--- src/rtl/led_scan_pkg.sv ---
// Shared constants, FSM state codes and digit helpers for the LED scan driver.
// Latency: n/a (combinational helpers only).
// Backpressure: n/a.
package led_scan_pkg;

  localparam int          DIGITS    = 4;
  localparam int          IDX_W     = 2;
  localparam logic [3:0]  BCD_MAX   = 4'd9;
  localparam logic [3:0]  NUM_BLANK = 4'hF;

  typedef enum logic {
    S_BLANK = 1'b0,
    S_SHOW  = 1'b1
  } scan_state_t;

  // Raw nibble of digit idx from a packed {d3,d2,d1,d0} word.
  function automatic logic [3:0] digit_nib(input logic [DIGITS*4-1:0] bcd,
                                           input logic [IDX_W-1:0]    idx);
    return bcd[{idx, 2'b00} +: 4];
  endfunction

  // Value to present on the decoder input: invalid BCD is replaced by NUM_BLANK.
  function automatic logic [3:0] digit_num(input logic [DIGITS*4-1:0] bcd,
                                           input logic [IDX_W-1:0]    idx);
    logic [3:0] nib;
    nib = digit_nib(bcd, idx);
    return (nib > BCD_MAX) ? NUM_BLANK : nib;
  endfunction

  // A digit is dark if it is invalid BCD, or (with leading-zero blanking)
  // if it and every more significant digit are zero. d0 always shows.
  // An invalid nibble is nonzero, so it keeps lower zeros visible.
  function automatic logic digit_hidden(input logic [DIGITS*4-1:0] bcd,
                                        input logic [IDX_W-1:0]    idx,
                                        input logic                lzb);
    logic [3:0] nib;
    logic       higher_zero;
    nib         = digit_nib(bcd, idx);
    higher_zero = 1'b1;
    for (int i = 0; i < DIGITS; i++) begin
      if (i > int'(idx) && bcd[i*4 +: 4] != 4'd0) higher_zero = 1'b0;
    end
    return (nib > BCD_MAX) ||
           (lzb && (idx != '0) && (nib == 4'd0) && higher_zero);
  endfunction

endpackage

--- src/rtl/led_scan_timer.sv ---
// Slot prescaler: counts sys_clk cycles within a digit slot and tracks the BLANK/SHOW phase.
// Latency: slot_start/slot_end/in_blank describe the current count (no extra delay).
// Backpressure: en=0 freezes the count and the phase; no restart of the blank window.
// Ports: sys_clk, sys_rst (sync, active-high), en in; slot_start, slot_end, in_blank out.
module led_scan_timer
  import led_scan_pkg::*;
#(
  parameter int SCAN_DIV  = 50000,
  parameter int BLANK_CYC = 500
) (
  input  logic sys_clk,
  input  logic sys_rst,
  input  logic en,
  output logic slot_start,
  output logic slot_end,
  output logic in_blank
);

  localparam int CNT_W = (SCAN_DIV > 1) ? $clog2(SCAN_DIV) : 1;
  localparam logic [CNT_W-1:0] CNT_LAST  = CNT_W'(SCAN_DIV - 1);
  localparam logic [CNT_W-1:0] BLANK_LIM = CNT_W'(BLANK_CYC);
  // With no blank window the phase machine never leaves SHOW.
  localparam scan_state_t RST_STATE = (BLANK_CYC > 0) ? S_BLANK : S_SHOW;

  logic [CNT_W-1:0] slot_cnt;
  logic [CNT_W-1:0] cnt_next;
  scan_state_t      state;
  scan_state_t      state_next;

  assign slot_start = (slot_cnt == '0);
  assign slot_end   = (slot_cnt == CNT_LAST);
  assign in_blank   = (state == S_BLANK);

  always_ff @(posedge sys_clk) begin
    if (sys_rst) begin
      slot_cnt <= '0;
      state    <= RST_STATE;
    end else begin
      slot_cnt <= cnt_next;
      state    <= state_next;
    end
  end

  // Phase is derived from the count the register is about to hold, so
  // state always agrees with slot_cnt, including across en=0 holds.
  always_comb begin
    cnt_next   = slot_cnt;
    state_next = state;
    if (en) begin
      cnt_next   = slot_end ? '0 : slot_cnt + CNT_W'(1);
      state_next = ((BLANK_CYC != 0) && (cnt_next < BLANK_LIM)) ? S_BLANK : S_SHOW;
    end
  end

endmodule

--- src/rtl/led_scan_driver.sv ---
// 4-digit time-multiplexed scan source: frame snapshot, dead-time blank, LZB and invalid-BCD masking.
// Latency: all outputs registered, one cycle behind the slot counter state.
// Backpressure: en=0 holds counters/snapshot and forces blank; no handshake downstream.
// Ports: sys_clk, sys_rst, en, bcd_in[15:0] in; num_out[3:0], ctrl_led[1:0], blank, frame_done out.
module led_scan_driver
  import led_scan_pkg::*;
#(
  parameter int SCAN_DIV  = 50000,
  parameter int BLANK_CYC = 500,
  parameter bit LZB_EN    = 1'b1
) (
  input  logic                sys_clk,
  input  logic                sys_rst,
  input  logic                en,
  input  logic [DIGITS*4-1:0] bcd_in,
  output logic [3:0]          num_out,
  output logic [IDX_W-1:0]    ctrl_led,
  output logic                blank,
  output logic                frame_done
);

  if (SCAN_DIV < 2 || BLANK_CYC < 0 || BLANK_CYC >= SCAN_DIV) begin : g_bad_params
    $error("led_scan_driver: require SCAN_DIV>=2 and 0<=BLANK_CYC<SCAN_DIV");
  end

  localparam logic [IDX_W-1:0] IDX_LAST = IDX_W'(DIGITS - 1);

  logic                slot_start;
  logic                slot_end;
  logic                in_blank;
  logic [IDX_W-1:0]    digit_idx;
  logic [DIGITS*4-1:0] shadow;
  logic                snap;
  logic [DIGITS*4-1:0] frame_val;
  logic [3:0]          cur_num;
  logic                cur_hidden;

  led_scan_timer #(
    .SCAN_DIV  (SCAN_DIV),
    .BLANK_CYC (BLANK_CYC)
  ) u_timer (
    .sys_clk    (sys_clk),
    .sys_rst    (sys_rst),
    .en         (en),
    .slot_start (slot_start),
    .slot_end   (slot_end),
    .in_blank   (in_blank)
  );

  // On the frame-start cycle the shadow is loaded in the same edge as the
  // first digit is registered, so look through to bcd_in for that cycle.
  assign snap       = en && slot_start && (digit_idx == '0);
  assign frame_val  = snap ? bcd_in : shadow;
  assign cur_num    = digit_num(frame_val, digit_idx);
  assign cur_hidden = digit_hidden(frame_val, digit_idx, LZB_EN);

  always_ff @(posedge sys_clk) begin
    if (sys_rst) begin
      digit_idx  <= '0;
      shadow     <= '0;
      num_out    <= '0;
      ctrl_led   <= '0;
      blank      <= 1'b1;
      frame_done <= 1'b0;
    end else begin
      frame_done <= en && slot_end && (digit_idx == IDX_LAST);
      blank      <= !en || in_blank || cur_hidden;
      if (snap) shadow <= bcd_in;
      if (en) begin
        // Digit value/select change only at slot start, never mid-slot.
        if (slot_start) begin
          num_out  <= cur_num;
          ctrl_led <= digit_idx;
        end
        if (slot_end) digit_idx <= digit_idx + IDX_W'(1);
      end
    end
  end

endmodule
--- config.mk ---
export PLATFORM = sky130hd
export DESIGN_NAME = led_scan_driver
export DESIGN_NICKNAME = d
export VERILOG_FILES = /design/src/rtl/led_scan_pkg.sv /design/src/rtl/led_scan_timer.sv /design/src/rtl/led_scan_driver.sv
export SDC_FILE = /design/constraint.sdc
export NUM_CORES = 1
export LEC_CHECK = 0
export CELL_PAD_IN_SITES_DETAIL_PLACEMENT = 0
export CELL_PAD_IN_SITES_GLOBAL_PLACEMENT = 1
export CORE_UTILIZATION = 47
export DETAILED_ROUTE_END_ITERATION = 10
export DONT_BUFFER_PORTS = 1
export PLACE_DENSITY = 0.75
export REMOVE_ABC_BUFFERS = 1
export SETUP_SLACK_MARGIN = 0.05
export SYNTH_ARGS = -nofsm -noshare
export SYNTH_HDL_FRONTEND = slang
export SYNTH_SLANG_ARGS = --single-unit
--- constraint.sdc ---
create_clock -name sys_clk -period 3.05 [get_ports sys_clk]
set_input_delay 0.915 -clock sys_clk [delete_from_list [all_inputs] [get_ports sys_clk]]
set_output_delay 0.915 -clock sys_clk [all_outputs]
set_load 0.02 [all_outputs]
After elaboration in Yosys (flattened, before gate mapping)
Cells that the tools add are included.

cells by class
  add/subtract/negate cells = 2
  $lt $le $gt $ge = 5
  bitwise operators = 1
  reductions and logical operators = 22
  shift-type cells = 1
  multiplexer cells = 7
  equality and inequality tests = 2

operators by type and width
  kind                                                           count
  2-to-1 mux 16 bit                                              2
  adder 16 x 1 -> 16 bit (second input constant)                 1
  == test 16 bit (second input constant)                         1
  zero test 16 bit                                               1
  less-than comparator 16 x 9 -> 1 bit (second input constant)   1
  indexed part select 16 x 5 -> 4 bit                            1
  nonzero test 4 bit                                             3
  logical AND 1 bit                                              9
  greater-than comparator 2 bit (first input constant)           2
  greater-than comparator 4 bit (second input constant)          1
  zero test 4 bit                                                1
  2-to-1 mux 1 bit                                               4
  2-to-1 mux 4 bit                                               1
  AND reduction 2 bit                                            2
  logical OR 1 bit                                               3
  adder 2 x 1 -> 2 bit (second input constant)                   1
  == test 2 bit (second input constant)                          1
  greater-than comparator 1 x 2 -> 1 bit (first input constant)  1
  zero test 2 bit                                                1
  nonzero test 2 bit                                             1
  zero test 1 bit                                                1
  NOT 1 bit                                                      1

storage, ports and cells
  input bits = 19
  logic and storage cells = 48
  register bits after elaboration = 43
  output and inout bits = 8

Depth between registers and ports, before layout
  word-level depth = 12
  mapped depth = 10
  depth with buffers taken out = 8

Cells and area by module
Synthesis repeated with hierarchy kept, for this count alone.

second synthesis, totals
  cell total of the unflattened synthesis = 302
  area, all modules = 2,457.4 µm²

modules (own cells, without submodules)
  module           seq. area each (µm²)  cells each  area each (µm²)  times used
  led_scan_driver  520.5                 141         1,292.5          1
  led_scan_timer   340.3                 161         1,164.9          1

Worst setup path after synthesis
Ideal clock, no wire load.

  path type = input port to flip-flop
  from = in en
  to = reg num_out[1]
  stages on the path = 8
  library setup time = 91 ps
  buffers on the path = 2
  arrival = 2,561 ps
  path slack = 398 ps
  required time = 2,959 ps
  path through = nand2b_1 > nor4_2 > buf_6 > buf_12 > mux2i_1 > mux4_2 > a21o_1 > a311oi_1

on the way
  word-level cells in the longest chain between the ends = 6
  elaborated cells on any way between the ends = 7
  those cells by class = order compare (1); shift (1); mux (2); reduce/logical (3)

ends and longest elaborated chain
  item                                 line                   text
  start: declaration                   led_scan_driver.sv:14  input logic en,
  logical AND 1 bit (2 in a row)       led_scan_driver.sv:52  assign snap = en && slot_start && (digit_idx == '0);
  2-to-1 mux 16 bit                    --
  indexed part select 16 x 5 -> 4 bit  led_scan_pkg.sv:19     return bcd[{idx, 2'b00} +: 4];
  greater-than comparator 4 bit        led_scan_pkg.sv:27     return (nib > BCD_MAX) ? NUM_BLANK : nib;
  2-to-1 mux 4 bit                     led_scan_pkg.sv:27
  end signal: assignment               led_scan_driver.sv:72  num_out <= cur_num;
  end: declaration                     led_scan_driver.sv:16  output logic [3:0] num_out,

Parallel ways exist; a longest one is shown, timed or not.
A chain may end at the register's enable or synchronous reset.

Worst setup path in the final report
  from = reg u_timer.slot_cnt[3]
  to = reg num_out[1]

on the way
  word-level cells in the longest chain between the ends = 7
  elaborated cells on any way between the ends = 8
  those cells by class = order compare (1); shift (1); mux (2); reduce/logical (4)

ends and longest elaborated chain
  item                                 line                   text
  start: declaration                   led_scan_timer.sv:25   logic [CNT_W-1:0] slot_cnt;
  start signal: assignment             led_scan_timer.sv:39   slot_cnt <= cnt_next;
  zero test 16 bit *                   led_scan_timer.sv:30   assign slot_start = (slot_cnt == '0);
  logical AND 1 bit (2 in a row)       led_scan_driver.sv:52
  2-to-1 mux 16 bit                    --
  indexed part select 16 x 5 -> 4 bit  led_scan_pkg.sv:19
  greater-than comparator 4 bit        led_scan_pkg.sv:27
  2-to-1 mux 4 bit                     led_scan_pkg.sv:27

Mark *: on every way between the ends. The rest lies on a longest branch, timed or not.

==> summary.md <==
| Metric | Value |
|---|---|
| Pleak | 0.931 nW |
| RR Startpoint | u_timer.slot_cnt[3] |
| CP Launch Type | flop |
| Crit path capture type | flop |
| Power Dens Cells | between 400 and 500 nW/um2 |
| Post-synth top area cell | dfxtp_1 |
| Inserted Clock Buffers | 5 |
| DRT Pass-1 Iters | 10 |
| Die Wd | just over 70 um |
| Setup TNS | 0 ns |
| Drt wl/cell | between 15 and 20 um |
| Hold_sp | u_timer.state |
| Final number of max-transition violations | 0 |
| Synth Flop Type | dfxtp_1 |
| TritonCTS clock tree | done |
| Clock sinks | 43 |
| Most common library cells after synthesis | nor2_1 (44), dfxtp_1 (43), mux2i_1 (19), a21oi_1 (15), nand2_1 (13) |
| Sequential area share after synthesis | about two fifths |
| Residual DRC | 6 |
| Slew Limit Headroom | 70.6% |
| Final setup fails | 0 |
| HPWL Detailed | 3420 um |
| Setup repair bufs after CTS | 0 |
| Final net count | between 200 and 300 |
| Util after Layout | 53.5% |
| Diode count | 0 |
| RePlAce Congestion | between 0.7 and 0.8 |
| Crit path launch | u_timer.slot_cnt[3] |
| CTS resizes | 0 |
| Area grow syn2layout | 6.69% |
| Die H | 71.1 um |
| Number of flops mapped to enable cells by yosys | 0 |
| Failing checks | design-rule violations |
| Post-Synthesis Cell Area | around 2200 um2 |
| Routed Antenna Nets | 0 |
| Total of max-cap violations | 0 |
| Ys async rst share | 0% |
| Global route overflow | 0 |
| Rows | 24 |
| Power Total | roughly 1.1 mW |
| Full die area | just over 5000 um2 |
| CTS max path bufs | 2 |
| Library cells used by synthesis | between 40 and 50 |
| Max Fclk | 0.379 GHz |
| Share of the clock period used by the worst path | between 80 and 90% |
| CP Data Required Time | approximately 3.3 ns |
| Initial antenna violation count | 0 |
| Share of cells above drive strength 1 | roughly a tenth |
| Largest net degree at the start of global routing | 43 |
| CTS Root Cell | clkbuf_8 |
| Clock slew at reported path FFs | roughly 0.08 ns |
| #FFs+latches synth | 43 |
| Crit path arrival time | approximately 2.8 ns |
| Tightest Pin Transition | roughly 0.44 ns |
| Min-Delay Path Class | reg2reg |
| Syn Inst Count | 258 |
| Starting DRC count in detailed routing | 92 |
| Clk_lat worst skew | 0.29 ns |
| Clock Skew | 0.00490 ns |
| Most frequent cell after synthesis | nor2_1 |
| Outcome | finished, violations left |
| Peak supply drop | between 200 and 300 uV |
| Min Tclk post-route | 2.64 ns |
| Hold buffers post-CTS | 0 |
| Share of the synthesized area in the top cell type | roughly two fifths |
| Synth top area cells | dfxtp_1 (38%), mux2i_1 (8.5%), nor2_1 (7.4%) |
| Via count | 1775 |
| Io pins | 27 |
| GRT Util Overall | approximately 21% |
| Port Buffers | 0 |
| Yosys warns | 0 |
| CP max FO | 14 |
| H-tree lvl count | 2 |
| Crit path kind | reg2reg |
| RSZ-0062 raised after global routing | false |
| Final hold vios | 0 |
| Post-DR vias/cell | about 5.7 |
| Core area | 4470 um2 |
| Vias in the first global route | between 1500 and 2000 |
| Initial core utilization | 50.2% |
| First-pass GRT wire length | 8040 um |
| Syn avg cell area | 8.70 um2 |
| Drt total wl | 4770 um |
-- metal layers --
metal,track usage [%],wire (um)
met5,0,0
met4,6.67,25
met3,5.27,171
met2,27.7,1930
met1,31.3,2640
-- final cells by class --
cell class / count / area [um2]
Fill cell: 442 / 2080
Multi-Input combinational cell: 191 / 1260
Sequential cell: 43 / 861
Timing Repair Buffer: 13 / 97.6
Clock buffer: 6 / 82.6
Tap cell: 52 / 65.1
Inverter: 7 / 26.3
Clock inverter: 1 / 5.00
-- report_power, final --
group	switching, mW	leakage, nW	internal, mW
Sequential	0.0224	0.350	0.584
Clock	0.187	0.0470	0.178
Combinational	0.0546	0.534	0.0534
Total	0.264	0.931	0.816
-- flip-flops by register name, indices dropped and copies added, names as in the netlist --
| signal | count |
|---|---|
| num_out | 4 |
| ctrl_led | 2 |
| digit_idx | 2 |
| frame_done | 1 |
| blank | 1 |
| u_timer.state | 1 |
| u_timer.slot_cnt | 16 |
| shadow | 16 |
-- critical path: stages, from the launching register on --
cell	delay, ns
dfxtp_1	0.33
nor4_1	0.32
nand3b_1	0.20
nor4_4	0.27
buf_4	0.29
mux2i_1	0.14
mux4_2	0.53
a21o_1	0.23
a311oi_1	0.25
-- per-stage QoR --
stage | setup slack [ns] | hold slack [ns] | instance area [um2] | instances
2_1_floorplan | -0.628 | 0.391 | 2140 | 241
3_3_place_gp | 0.317 | 0.433 | 2310 | 306
3_5_place_dp | 0.294 | 0.440 | 2310 | 306
4_1_cts | 0.411 | 0.461 | 2390 | 313
5_1_grt | 0.225 | 0.479 | 2390 | 313
6_report | 0.411 | 0.453 | 2390 | 313
-- worst paths after layout --
path                 to  slack, ns  depth (start not counted)
max          num_out[1]       0.41                          8
min               blank       0.45                          1
max reg2reg  num_out[1]       0.41                          8
min reg2reg       blank       0.45                          1
-- kinds of logic (layout without fill, tap and decap cells) --
| logic type | after synthesis | count (layout) | synth area share [%] |
|---|---|---|---|
| xor+xnor | 8 | 8 | 3.12 |
| simple gates | 111 | 111 | 25.1 |
| mux | 23 | 23 | 12.5 |
| fa+ha+maj | 6 | 6 | 3.34 |
| buf+inv | 24 | 27 | 6.02 |
| flops | 43 | 43 | 38.4 |
| compound gates | 43 | 43 | 11.6 |
-- cell usage in the layout, fill, tap and decap left out, types with 2 or more instances in the layout --
cell type  count
nand2_1       13
dfxtp_1       43
ha_1           6
mux4_2         4
xor2_1         4
xnor2_1        4
nor3b_1        3
a311oi_1       2
nand2b_1       4
a31oi_1        3
nor3_1        10
mux2i_1       19
and3_1         7
buf_4         13
nor4_1         6
clkbuf_8       6
nand4_1        8
or3_1          3
nor2_1        44
inv_1          6
nand3b_1       3
or4_1          2
a211oi_1       2
o21ai_0       12
a21oi_1       15
nand3_1        4
nor4_2         2
No activity file was read; power rests on OpenSTA's default activity.
